===== config.mk =====
export PLATFORM = sky130hd
export DESIGN_NAME = mux4_rr_arbiter
export DESIGN_NICKNAME = d
export VERILOG_FILES = /design/src/rtl/mux4_arb_pkg.sv /design/src/rtl/mux4_w.sv /design/src/rtl/mux4_rr_arbiter.sv
export SDC_FILE = /design/constraint.sdc
export NUM_CORES = 1
export LEC_CHECK = 0
export CAP_MARGIN = 20
export CELL_PAD_IN_SITES_DETAIL_PLACEMENT = 0
export CELL_PAD_IN_SITES_GLOBAL_PLACEMENT = 1
export CORE_MARGIN = 1
export CORE_UTILIZATION = 28
export DETAILED_ROUTE_END_ITERATION = 10
export GPL_TIMING_DRIVEN = 0
export PLACE_DENSITY = 0.88
export SETUP_SLACK_MARGIN = 0.2
export SYNTH_ARGS = -nofsm -noshare
export SYNTH_HDL_FRONTEND = slang
export SYNTH_SLANG_ARGS = --single-unit

===== constraint.sdc =====
create_clock -name clk -period 3 [get_ports clk]
set_input_delay 0.6 -clock clk [delete_from_list [all_inputs] [get_ports clk]]
set_output_delay 0.6 -clock clk [all_outputs]
set_load 0.02 [all_outputs]

===== src/rtl/mux4_arb_pkg.sv =====
// Shared constants and types for the four-lane arbitrated mux.
// Used by mux4_w and mux4_rr_arbiter.
package mux4_arb_pkg;

    localparam int NLANES = 4;
    localparam int SELW   = 2;

    typedef enum logic {
        EMPTY = 1'b0,
        FULL  = 1'b1
    } state_e;

    // Pointer starts at the last lane so lane 0 is first in line after reset.
    localparam logic [SELW-1:0] LAST_RST = 2'b11;

endpackage


===== src/rtl/mux4_w.sv =====
// DW-wide 4:1 multiplexer over a packed lane bus.
// Lane i sits at din_i[i*DW +: DW].
module mux4_w
    import mux4_arb_pkg::*;
#(
    parameter int DW = 8
) (
    input  logic [NLANES*DW-1:0] din_i,
    input  logic [SELW-1:0]      sel_i,
    output logic [DW-1:0]        dout_o
);

    always_comb begin
        case (sel_i)
            2'd0:    dout_o = din_i[0*DW +: DW];
            2'd1:    dout_o = din_i[1*DW +: DW];
            2'd2:    dout_o = din_i[2*DW +: DW];
            default: dout_o = din_i[3*DW +: DW];
        endcase
    end

endmodule


===== src/rtl/mux4_rr_arbiter.sv =====
// Four-requester arbiter feeding a shared 4:1 mux into a one-entry valid/ready output register.
// Define MUX4_ARB_FIXED_PRIO_EN for fixed priority (lowest index wins); default is round-robin.
module mux4_rr_arbiter
    import mux4_arb_pkg::*;
#(
    parameter int DW = 8
) (
    input  logic                 clk,
    input  logic                 rst_n,
    input  logic [NLANES-1:0]    req,
    input  logic [NLANES*DW-1:0] din,
    output logic [NLANES-1:0]    gnt,
    output logic [SELW-1:0]      sel,
    output logic                 out_valid,
    output logic [DW-1:0]        out_data,
    input  logic                 out_ready
);

    state_e          state_q;
    logic [DW-1:0]   outData_q;
    logic [SELW-1:0] sel_q;
    logic            capEn;
    logic            anyReq;
    logic [SELW-1:0] winnerIdx;
    logic [DW-1:0]   muxData;

    assign out_valid = (state_q == FULL);
    assign out_data  = outData_q;
    assign sel       = sel_q;

    // A slot opens when the register is empty or its beat leaves this edge.
    assign capEn  = !out_valid || out_ready;
    assign anyReq = |req;
    assign gnt    = (capEn && anyReq) ? (NLANES'(1) << winnerIdx) : '0;

`ifdef MUX4_ARB_FIXED_PRIO_EN
    always_comb begin
        winnerIdx = '0;
        for (int k = NLANES - 1; k >= 0; k--) begin
            if (req[k]) begin
                winnerIdx = SELW'(k);
            end
        end
    end
`else
    logic [SELW-1:0] last_q;
    logic [SELW-1:0] cand;
    logic            found;

    // Scan starts just past the previous winner, wrapping back to it last.
    always_comb begin
        winnerIdx = '0;
        cand      = '0;
        found     = 1'b0;
        for (int k = 1; k <= NLANES; k++) begin
            cand = last_q + SELW'(k);
            if (!found && req[cand]) begin
                winnerIdx = cand;
                found     = 1'b1;
            end
        end
    end
`endif

    mux4_w #(
        .DW (DW)
    ) u_mux (
        .din_i  (din),
        .sel_i  (winnerIdx),
        .dout_o (muxData)
    );

    always_ff @(posedge clk or negedge rst_n) begin
        if (!rst_n) begin
            state_q   <= EMPTY;
            outData_q <= '0;
            sel_q     <= '0;
`ifndef MUX4_ARB_FIXED_PRIO_EN
            last_q    <= LAST_RST;
`endif
        end else if (capEn) begin
            if (anyReq) begin
                state_q   <= FULL;
                outData_q <= muxData;
                sel_q     <= winnerIdx;
`ifndef MUX4_ARB_FIXED_PRIO_EN
                last_q    <= winnerIdx;
`endif
            end else begin
                state_q <= EMPTY;
            end
        end
    end

endmodule


==> results_dict.tcl, run 1 <==
set metrics [dict create \
    status "finished with violations" \
    violations "DRC" \
    grt_util_all_layers 0.163 \
    cts_tree "built" \
    netlist.area_leader.share 0.316 \
    synth_xor_area_frac 0 \
    wl_met1_mm 1.01 \
    avgSynthCellArea_um2 10.5 \
    fill_cells 287 \
    wl_met2_mm 1.14 \
    clockBufferDepth 2 \
    layout-drive-gt1-share 0.163 \
    grt_max_degree 14 \
    drt_wl_total_mm 2.53 \
    syn-num-nets 122 \
    tightestPinTransition_ps 614 \
    min_period_ps 2650 \
    drv_slew 0 \
    gp_congestion 0.755 \
    required_ps 2400 \
    fin_area_um2 1490 \
    holdBufCountCts 0 \
    yosys.area.top_type "dfrtp_1" \
    avgRoutedWirePerCell_um 14.7 \
    ios 54 \
    clkTransAtPathRegs_ps 80 \
    synth_area_leaders "dfrtp_1, mux2i_1, a221oi_2" \
    viasPerCell 5.01 \
    finalCritPeriodShare 0.883 \
    grt-ovfl-total 0 \
    core_area_um2 2850 \
    clock-sinks 13 \
    antenna_cells 0 \
    yosys.area_share.simple 0.166 \
    met3WireLength_um 340 \
    clock_latency_ps 280 \
    highest_layer "met4" \
    syn2layout_area_growth_pct 70.9 \
    skew_ps 1.51 \
    synth_seq_cells 13 \
    rsz0062_at_grt "no" \
    grt_pass1_vias 864 \
    endpoint_kind "primary output" \
    ant_nets 0 \
    drc 9 \
    synth_cells 83 \
    fmax_mhz 378 \
    muxShareOfSynthArea 0.195 \
    whs_ps 497 \
    crit_arrival_ps 2050 \
    cts_buffers 3 \
    crit_fanout 10 \
    fp.dieH_um 57.8 \
    place_area_um2 1440 \
    cts-root-buf "clkbuf_4" \
    synth_cell_type_count 23 \
    final_nets 181 \
    dr_total_vias 862 \
    synth_compound_area_frac 0.205 \
    start_util 0.306 \
    finalHoldViolCount 0 \
    rows 19 \
    relSlewSlack 0.591 \
    portBuffers 53 \
    synth_area_um2 872 \
    antenna_found_initial 0 \
    drt_iter0_drc 31 \
    synth-warning-count 0 \
    dp_hpwl_mm 2.05 \
    power_density_nw_per_um2 503 \
    hp-class "reg -> reg" \
    vdd_ir_drop_max_mv 0.189 \
    power.leakage_nw 0.651 \
    grt_pass1_wl_mm 4.00 \
    htreeDepth 1 \
    synth_top_family_by_area "compound AO/OA/AOI/OAI gates" \
    die_x_um 57.8 \
    path_class "in -> out" \
    die_area_um2 3340 \
    drtPass1Iterations 6 \
    startpoint_type "input port" \
    ys_seq_area_frac 0.376 \
    synthAdderAreaFrac 0 \
    setup_viol 0 \
    cap_violations 0 \
]
through the flow:
| stage | std cells | power, mW | worst slack (ps) | TNS, ps | utilization |
|---|---|---|---|---|---|
| floorplan | 83 | 0.473 | 782 | 0 | - |
| global placement | 167 | 0.640 | -522 | -1340 | 0.505 |
| detailed placement | 167 | 0.648 | -539 | -1430 | 0.505 |
| CTS | 172 | 0.759 | 214 | 0 | 0.521 |
| global route | 172 | 0.800 | 232 | 0 | 0.522 |
| finish | 172 | 0.749 | 352 | 0 | 0.522 |
metal layers:
layer	up-vias	track usage
li1	418	-
met1	399	0.191
met2	41	0.259
met3	4	0.0647
met4	0	0.0816
met5	-	0
cell usage after synthesis:
| library cell | count |
|---|---|
| dfrtp_1 | 11 |
| nor2_1 | 17 |
| a2bb2oi_1 | 1 |
| a21oi_1 | 1 |
| a21boi_0 | 1 |
| and2_1 | 1 |
| and3_1 | 1 |
| dfstp_2 | 2 |
| o21bai_1 | 1 |
| a21o_1 | 2 |
| nand2b_1 | 2 |
| inv_1 | 1 |
| nand3b_1 | 1 |
| nor4_2 | 1 |
| a21oi_2 | 1 |
| mux2i_1 | 17 |
| buf_6 | 2 |
| nor2b_1 | 1 |
| nand2_1 | 8 |
| a221oi_2 | 8 |
| a31oi_1 | 1 |
| clkbuf_1 | 1 |
| buf_12 | 1 |
final timing paths:
check	from	end	slack [ps]	depth (start not counted)
worst max-delay path	req[0]	gnt[3]	350	8
worst min-delay path	sel[1]	sel[1]	500	2
worst max register to register	last_q[1]	out_data[4]	1200	4
worst min register to register	sel[1]	sel[1]	500	2
max in group asynchronous	rst_n	sel[1]	1920	1
min in group asynchronous	rst_n	out_data[5]	690	1
state kept, by name, indices dropped and copies added, names as in the netlist:
signal,count
out_data,8
sel,2
last_q,2
out_valid,1
layout make-up:
type                    count  area (um^2)  share of cell area
plain buffers               4         50.0              0.0336
clock buffers               4         26.3              0.0176
inverters                   1         3.75             0.00252
multi-input cells          65          507               0.340
flip-flops and latches     13          328               0.220
well taps                  31         38.8              0.0260
repair buffers             54          537               0.360
layout by cell type, fill, tap and decap left out:
| cell type | synthesis | layout |
|---|---|---|
| clkdlybuf4s50_1 | 0 | 45 |
| clkdlybuf4s15_2 | 0 | 2 |
| a21oi_2 | 1 | 2 |
| a2bb2oi_1 | 1 | 1 |
| inv_1 | 1 | 1 |
| a21boi_0 | 1 | 1 |
| and2_1 | 1 | 1 |
| buf_4 | 0 | 2 |
| a21o_1 | 2 | 2 |
| and3_1 | 1 | 1 |
| nand3b_1 | 1 | 1 |
| a31oi_1 | 1 | 1 |
| nand2b_1 | 2 | 2 |
| o21bai_1 | 1 | 1 |
| buf_6 | 2 | 2 |
| dfstp_2 | 2 | 2 |
| dfrtp_1 | 11 | 11 |
| a221oi_2 | 8 | 8 |
| buf_12 | 1 | 1 |
| dlymetal6s2s_1 | 0 | 1 |
| clkbuf_1 | 1 | 1 |
| clkbuf_4 | 0 | 3 |
| nor4_4 | 0 | 1 |
| nand2_1 | 8 | 8 |
| nor2_1 | 17 | 17 |
| nor2b_1 | 1 | 1 |
| dlygate4sd2_1 | 0 | 5 |
| mux2i_1 | 17 | 17 |
timing repair:
| item | 4_1_cts | 5_1_grt |
|---|---|---|
| endpoints found under the setup margin | 4 | 4 |
| gates resized for setup | 15 | 2 |
| buffers inserted | 1 | 0 |
| pin swaps | 0 | 0 |
critical path, stage by stage:
cell and delay, ps:
dlygate4sd2_1 290, a21o_1 200, a31oi_1 190, buf_6 140
buf_12 130, nand2_1 120, nor2_1 110, clkdlybuf4s15_2 270
power by group:
part / internal, mW / switching [mW] / leakage [nW] / total, mW
registers: 0.220 / 0.0256 / 0.141 / 0.246
logic: 0.210 / 0.184 / 0.495 / 0.395
clock network: 0.0516 / 0.0577 / 0.0150 / 0.109
logic make-up (layout without fill, tap and decap cells):
group / Yosys count / after routing
simple gates: 32 / 32
mux: 17 / 17
flops: 13 / 13
buf+inv: 5 / 63
compound gates: 16 / 16
Note: power is estimated with default switching activity, not from simulation.
==> run 2: changes to the inputs <==
--- a/config.mk
+++ b/config.mk
@@ -8,12 +8,13 @@
 export CAP_MARGIN = 20
 export CELL_PAD_IN_SITES_DETAIL_PLACEMENT = 0
 export CELL_PAD_IN_SITES_GLOBAL_PLACEMENT = 1
-export CORE_MARGIN = 1
+export CORE_MARGIN = 10
 export CORE_UTILIZATION = 28
 export DETAILED_ROUTE_END_ITERATION = 10
 export GPL_TIMING_DRIVEN = 0
 export PLACE_DENSITY = 0.88
 export SETUP_SLACK_MARGIN = 0.2
+export SLEW_MARGIN = 10
 export SYNTH_ARGS = -nofsm -noshare
 export SYNTH_HDL_FRONTEND = slang
 export SYNTH_SLANG_ARGS = --single-unit
==> run 2 against run 1 <==
Clock-buffer cell count did not move. Global-route usage fell by 5.9 points. Critical path depth fell by 1. Combinational power rose by 2%. Worst hold slack got worse by 13 ps. Register-to-register slack improved by 60 ps. Final cell count rose by 7.6%. Die area rose by 72%. Fmax rose by 2.0%. The run now ends clean. Sequential power barely moved. Critical endpoint is now gnt[2].
==> results_dict.tcl, run 2 (synthesis gave the netlist of run 1 again) <==
set metrics [dict create \
    status "finished clean" \
    vdd_ir_drop_max_mv 0.288 \
    layout_commonest_cell "clkdlybuf4s50_1" \
    grt_pass1_wl_mm 4.56 \
    antenna_cells 0 \
    dp_hpwl_mm 2.32 \
    finalCritPeriodShare 0.865 \
    endpoint_kind "primary output" \
    drt_wl_total_mm 2.84 \
    cts_tree "built" \
    rsz0062_at_grt "no" \
    layout-drive-gt1-share 0.177 \
    min_period_ps 2600 \
    grt_pass1_vias 956 \
    grt-ovfl-total 0 \
    holdBufCountCts 0 \
    crit_fanout 10 \
    finalHoldViolCount 0 \
    ios 54 \
    cpLargestDelayFamily "buffers and inverters" \
    place_inst 180 \
    crit_arrival_ps 2000 \
    start_util 0.288 \
    drv_slew 0 \
    cts_buffers 3 \
    power.leakage_nw 0.647 \
    antenna_found_initial 0 \
    path_class "in -> out" \
    required_ps 2400 \
    core_area_um2 3030 \
    crit_path_top_delay_cell "clkdlybuf4s50_1" \
    drc 0 \
    setup_viol 0 \
    path_cells "clkdlybuf4s50_1, inv_1, a21oi_2, clkbuf_8, nand2_2, nor2_1, clkdlybuf4s15_2" \
    relSlewSlack 0.605 \
    fmax_mhz 385 \
    power_mw 0.750 \
    htreeDepth 1 \
    rows 20 \
    skew_ps 4.99 \
    clock_latency_ps 260 \
    timing.rr.start "last_q[1]" \
    min_from "sel[1]" \
    final_nets 181 \
    layout.cells.most_common_list "clkdlybuf4s50_1, mux2i_1, nor2_1, dfrtp_1, a221oi_2" \
    drt_iter0_drc 19 \
    ant_nets 0 \
    max_stage_delay_ps 450 \
    grt_util_all_layers 0.104 \
    gp_congestion 0.761 \
    die_x_um 75.8 \
    drtPass1Iterations 4 \
    clock-sinks 13 \
    hp-class "reg -> reg" \
    fill_cells 298 \
    cts-root-buf "clkbuf_4" \
    viasPerCell 4.48 \
    grt_max_degree 14 \
    tightestPinTransition_ps 593 \
    cap_violations 0 \
    startpoint_type "input port" \
    crit_buf_inv 4 \
    avgRoutedWirePerCell_um 15.3 \
    fp.dieH_um 75.8 \
    setup-tns-final_ps 0 \
    whs_ps 484 \
    portBuffers 53 \
    syn2layout_area_growth_pct 74.2 \
    dr_total_vias 828 \
    critical_path.startpoint "out_ready" \
    largest_reg_flops 8 \
    clockBufferDepth 2 \
    final_cells 185 \
    power_density_nw_per_um2 494 \
    clkTransAtPathRegs_ps 70 \
    die_area_um2 5750 \
]
==> run 2: area by class of cell <==
cell class                 count  area (um^2)  area share
sequential                    13          328       0.216
clock buffer                   4         26.3      0.0173
timing repair buffer          54          541       0.356
tap                           44         55.1      0.0362
inverter                       1         3.75     0.00247
buffer                         4         56.3      0.0371
multi-input combinational     65          509       0.335
==> run 2: path summary, 6_finish.rpt <==
check / end / slack, ps / cells past startpoint
setup / recovery: gnt[2] / 400 / 7
hold / removal: sel[1] / 480 / 2
setup reg to reg: out_data[1] / 1260 / 5
hold reg to reg: sel[1] / 480 / 2
max in group asynchronous: last_q[0] / 1920 / 1
min in group asynchronous: out_data[5] / 700 / 1
==> run 2: metrics by stage <==
stage | setup slack [ps] | utilization | area, um^2
2_1_floorplan | 782 | - | 872
3_3_place_gp | -485 | 0.481 | 1460
3_5_place_dp | -562 | 0.481 | 1460
4_1_cts | 223 | 0.500 | 1510
5_1_grt | 277 | 0.502 | 1520
6_report | 404 | 0.502 | 1520
==> run 2: power breakdown <==
group / switching, mW / internal, mW / leakage, nW
combinational: 0.189 / 0.212 / 0.491
clock: 0.0508 / 0.0514 / 0.0150
sequential: 0.0267 / 0.220 / 0.141
==> run 2: worst min-delay path: cells and delay by family, from the launching register on <==
family / cells / cell delay (ps)
DFF: 1 / 350
and+or+nand+nor: 2 / 110
==> run 2: timing repair <==
action,4_1_cts,5_1_grt
setup buffers,1,0
gates resized for setup,19,2
endpoints found under the setup margin,4,2
==> run 2: per-layer routing <==
| layer | vias up | part of all wire | GRT usage |
|---|---|---|---|
| li1 | 420 | - | - |
| met1 | 376 | 0.41 | 0.117 |
| met2 | 30 | 0.49 | 0.171 |
| met3 | 2 | 0.093 | 0.0469 |
| met4 | 0 | 0.0060 | 0.0371 |
| met5 | - | 0 | 0 |
==> RTL change (flow settings as in run 2) <==
`DW` is set to 8 in 2 places; all go to 12.
--- a/src/rtl/mux4_w.sv
+++ b/src/rtl/mux4_w.sv
@@ -3,7 +3,7 @@
 module mux4_w
     import mux4_arb_pkg::*;
 #(
-    parameter int DW = 8
+    parameter int DW = 12
 ) (
     input  logic [NLANES*DW-1:0] din_i,
     input  logic [SELW-1:0]      sel_i,
--- a/src/rtl/mux4_rr_arbiter.sv
+++ b/src/rtl/mux4_rr_arbiter.sv
@@ -3,7 +3,7 @@
 module mux4_rr_arbiter
     import mux4_arb_pkg::*;
 #(
-    parameter int DW = 8
+    parameter int DW = 12
 ) (
     input  logic                 clk,
     input  logic                 rst_n,
Interface: changed (resized din and out_data); port bits go from 54 to 74. No check against the original RTL was run, so the function may have changed too.
==> RTL change against run 2 <==
Sequential cell count increased by 4. Clock power increased by 75%. Cell area increased by 32%. Power increased by 67%. Register-to-register slack got worse by 0.14 ns. Final cell count increased by 23%. First-iteration DRC count increased by 74%. Critical path depth increased by 1. Area after synthesis increased by 31%. Setup slack got worse by 0.083 ns. Routed wire length increased by 38%. Critical path type unchanged. Highest routed layer unchanged.
==> RTL change: results (changes against run 2) <==
[timing]
finClkSkew_ns=0.009144  ; +0.004156 ns
slew_headroom_pct=46.17  ; -14 points

[min_path]
worstHoldStart=out_data[3]$_DFFE_PN0P_

[placed_design]
gp_congestion=0.7944  ; +4.3%
dp_hpwl_um=3204  ; +38%
io_buffer_count=73  ; +38%
dp_slack_ns=-0.6085  ; -0.04691 ns
placed_area_um2=1939  ; +33%
dp_cells=222  ; +23%

[synth]
synth_cells=99  ; +19%
ys_types=20  ; -13%
synth_seq_area_share_pct=37.34  ; -0.25 points
ys_top_cells_by_area=dfrtp_1, mux2i_1, mux2_2
synthesis.nets=154  ; +26%
synth_common_cells=mux2i_1, dfrtp_1, mux2_2

[global_routing]
grt_max_degree=18  ; +4
grt_first_pass_wirelength_um=6292  ; +38%
grt_pass1_vias=1204  ; +26%
track_usage_pct=10.90  ; +0.46 points
antenna_found_initial=0  ; unchanged

[setup_path]
timing.rr.start=last_q[0]$_DFFE_PN1P_
r2r_slack_ns=1.12  ; -0.14 ns
crit_path_start=req[3]
cp.arrival_ns=2.08  ; +0.08 ns

[run_status]
status=complete, no violations

[cells_and_area]
instances_no_fill=228  ; +23%
drive_gt1_share_pct=20.79  ; +3.1 points
fillerInstances=343  ; +15%
largest_register_ffs=12  ; +4

[cts]
cts-root-buf=clkbuf_8
clock_latency_ns=0.26  ; about the same

[pwr]
ir_drop_uv=267.2  ; -7.1%
leakage_nw=0.8923  ; +38%

[drt]
post_drt_wl_per_cell_um=17.13  ; +12%
drt_first_iter_violations=33  ; +14
vias=1075  ; +30%

[RTL change: cell type report]
| cell class | count | area, um2 | area share [%] |
|---|---|---|---|
| Clock buffer | 3 | 41.29 | 2.061 |
| Sequential cell | 17 | 427.9 | 21.36 |
| Timing Repair Buffer | 75 | 723.2 | 36.10 |
| Clock inverter | 1 | 7.507 | 0.3748 |
| Inverter | 5 | 18.77 | 0.9369 |
| Tap cell | 50 | 62.56 | 3.123 |
| Buffer | 6 | 65.06 | 3.248 |
| Multi-Input combinational cell | 71 | 656.9 | 32.79 |
[RTL change: metal layers]
layer	global-route usage [%]	vias to the layer above	part of all wire, %
li1	-	517	-
met1	11.83	512	42
met2	18.33	44	50
met3	4.492	2	8.0
met4	4.262	0	0.44
met5	0	-	0
[RTL change: per-stage QoR]
stage / power [mW] / hold slack [ns] / utilization [%]
2_1_floorplan: 0.7633 / 0.3044 / -
3_3_place_gp: 1.064 / 0.4912 / 48.83
3_5_place_dp: 1.084 / 0.4943 / 48.83
4_1_cts: 1.283 / 0.5122 / 50.54
5_1_grt: 1.340 / 0.5291 / 50.44
6_report: 1.256 / 0.5103 / 50.44
[RTL change: where the power goes]
| group | switching (mW) | leakage, nW | internal [mW] |
|---|---|---|---|
| sequential | 0.0430 | 0.194 | 0.316 |
| clock | 0.0841 | 0.0217 | 0.0935 |
| combinational | 0.324 | 0.677 | 0.396 |
[RTL change: worst paths after layout]
path	to	cells past startpoint
setup / recovery	gnt[1]	8
hold / removal	out_data[3]$_DFFE_PN0P_	1
max in group asynchronous	sel[1]$_DFFE_PN0P_	1
min in group asynchronous	out_data[9]$_DFFE_PN0P_	1
hold reg to reg	out_data[3]$_DFFE_PN0P_	1
setup reg to reg	out_data[1]$_DFFE_PN0P_	7
[RTL change: critical path, cell delays in order]
cell	delay, ns
dlygate4sd2_1	0.28
nor2b_2	0.17
o221a_2	0.25
buf_8	0.15
buf_8	0.15
inv_1	0.05
and3_1	0.15
clkdlybuf4s15_2	0.26
[RTL change: logic make-up after synthesis]
logic type	Yosys count	synth area share, %
AOI/OAI and AO/OA	9	5.131
and+or+nand+nor	12	6.224
DFF	17	37.34
muxes	50	45.20
buffers and inverters	11	6.113
[RTL change: timing repair]
item                       4_1_cts  5_1_grt
setup endpoints to repair        4        2
gates resized for setup         28        2
cloned                           0        0
setup buffers                    2        0
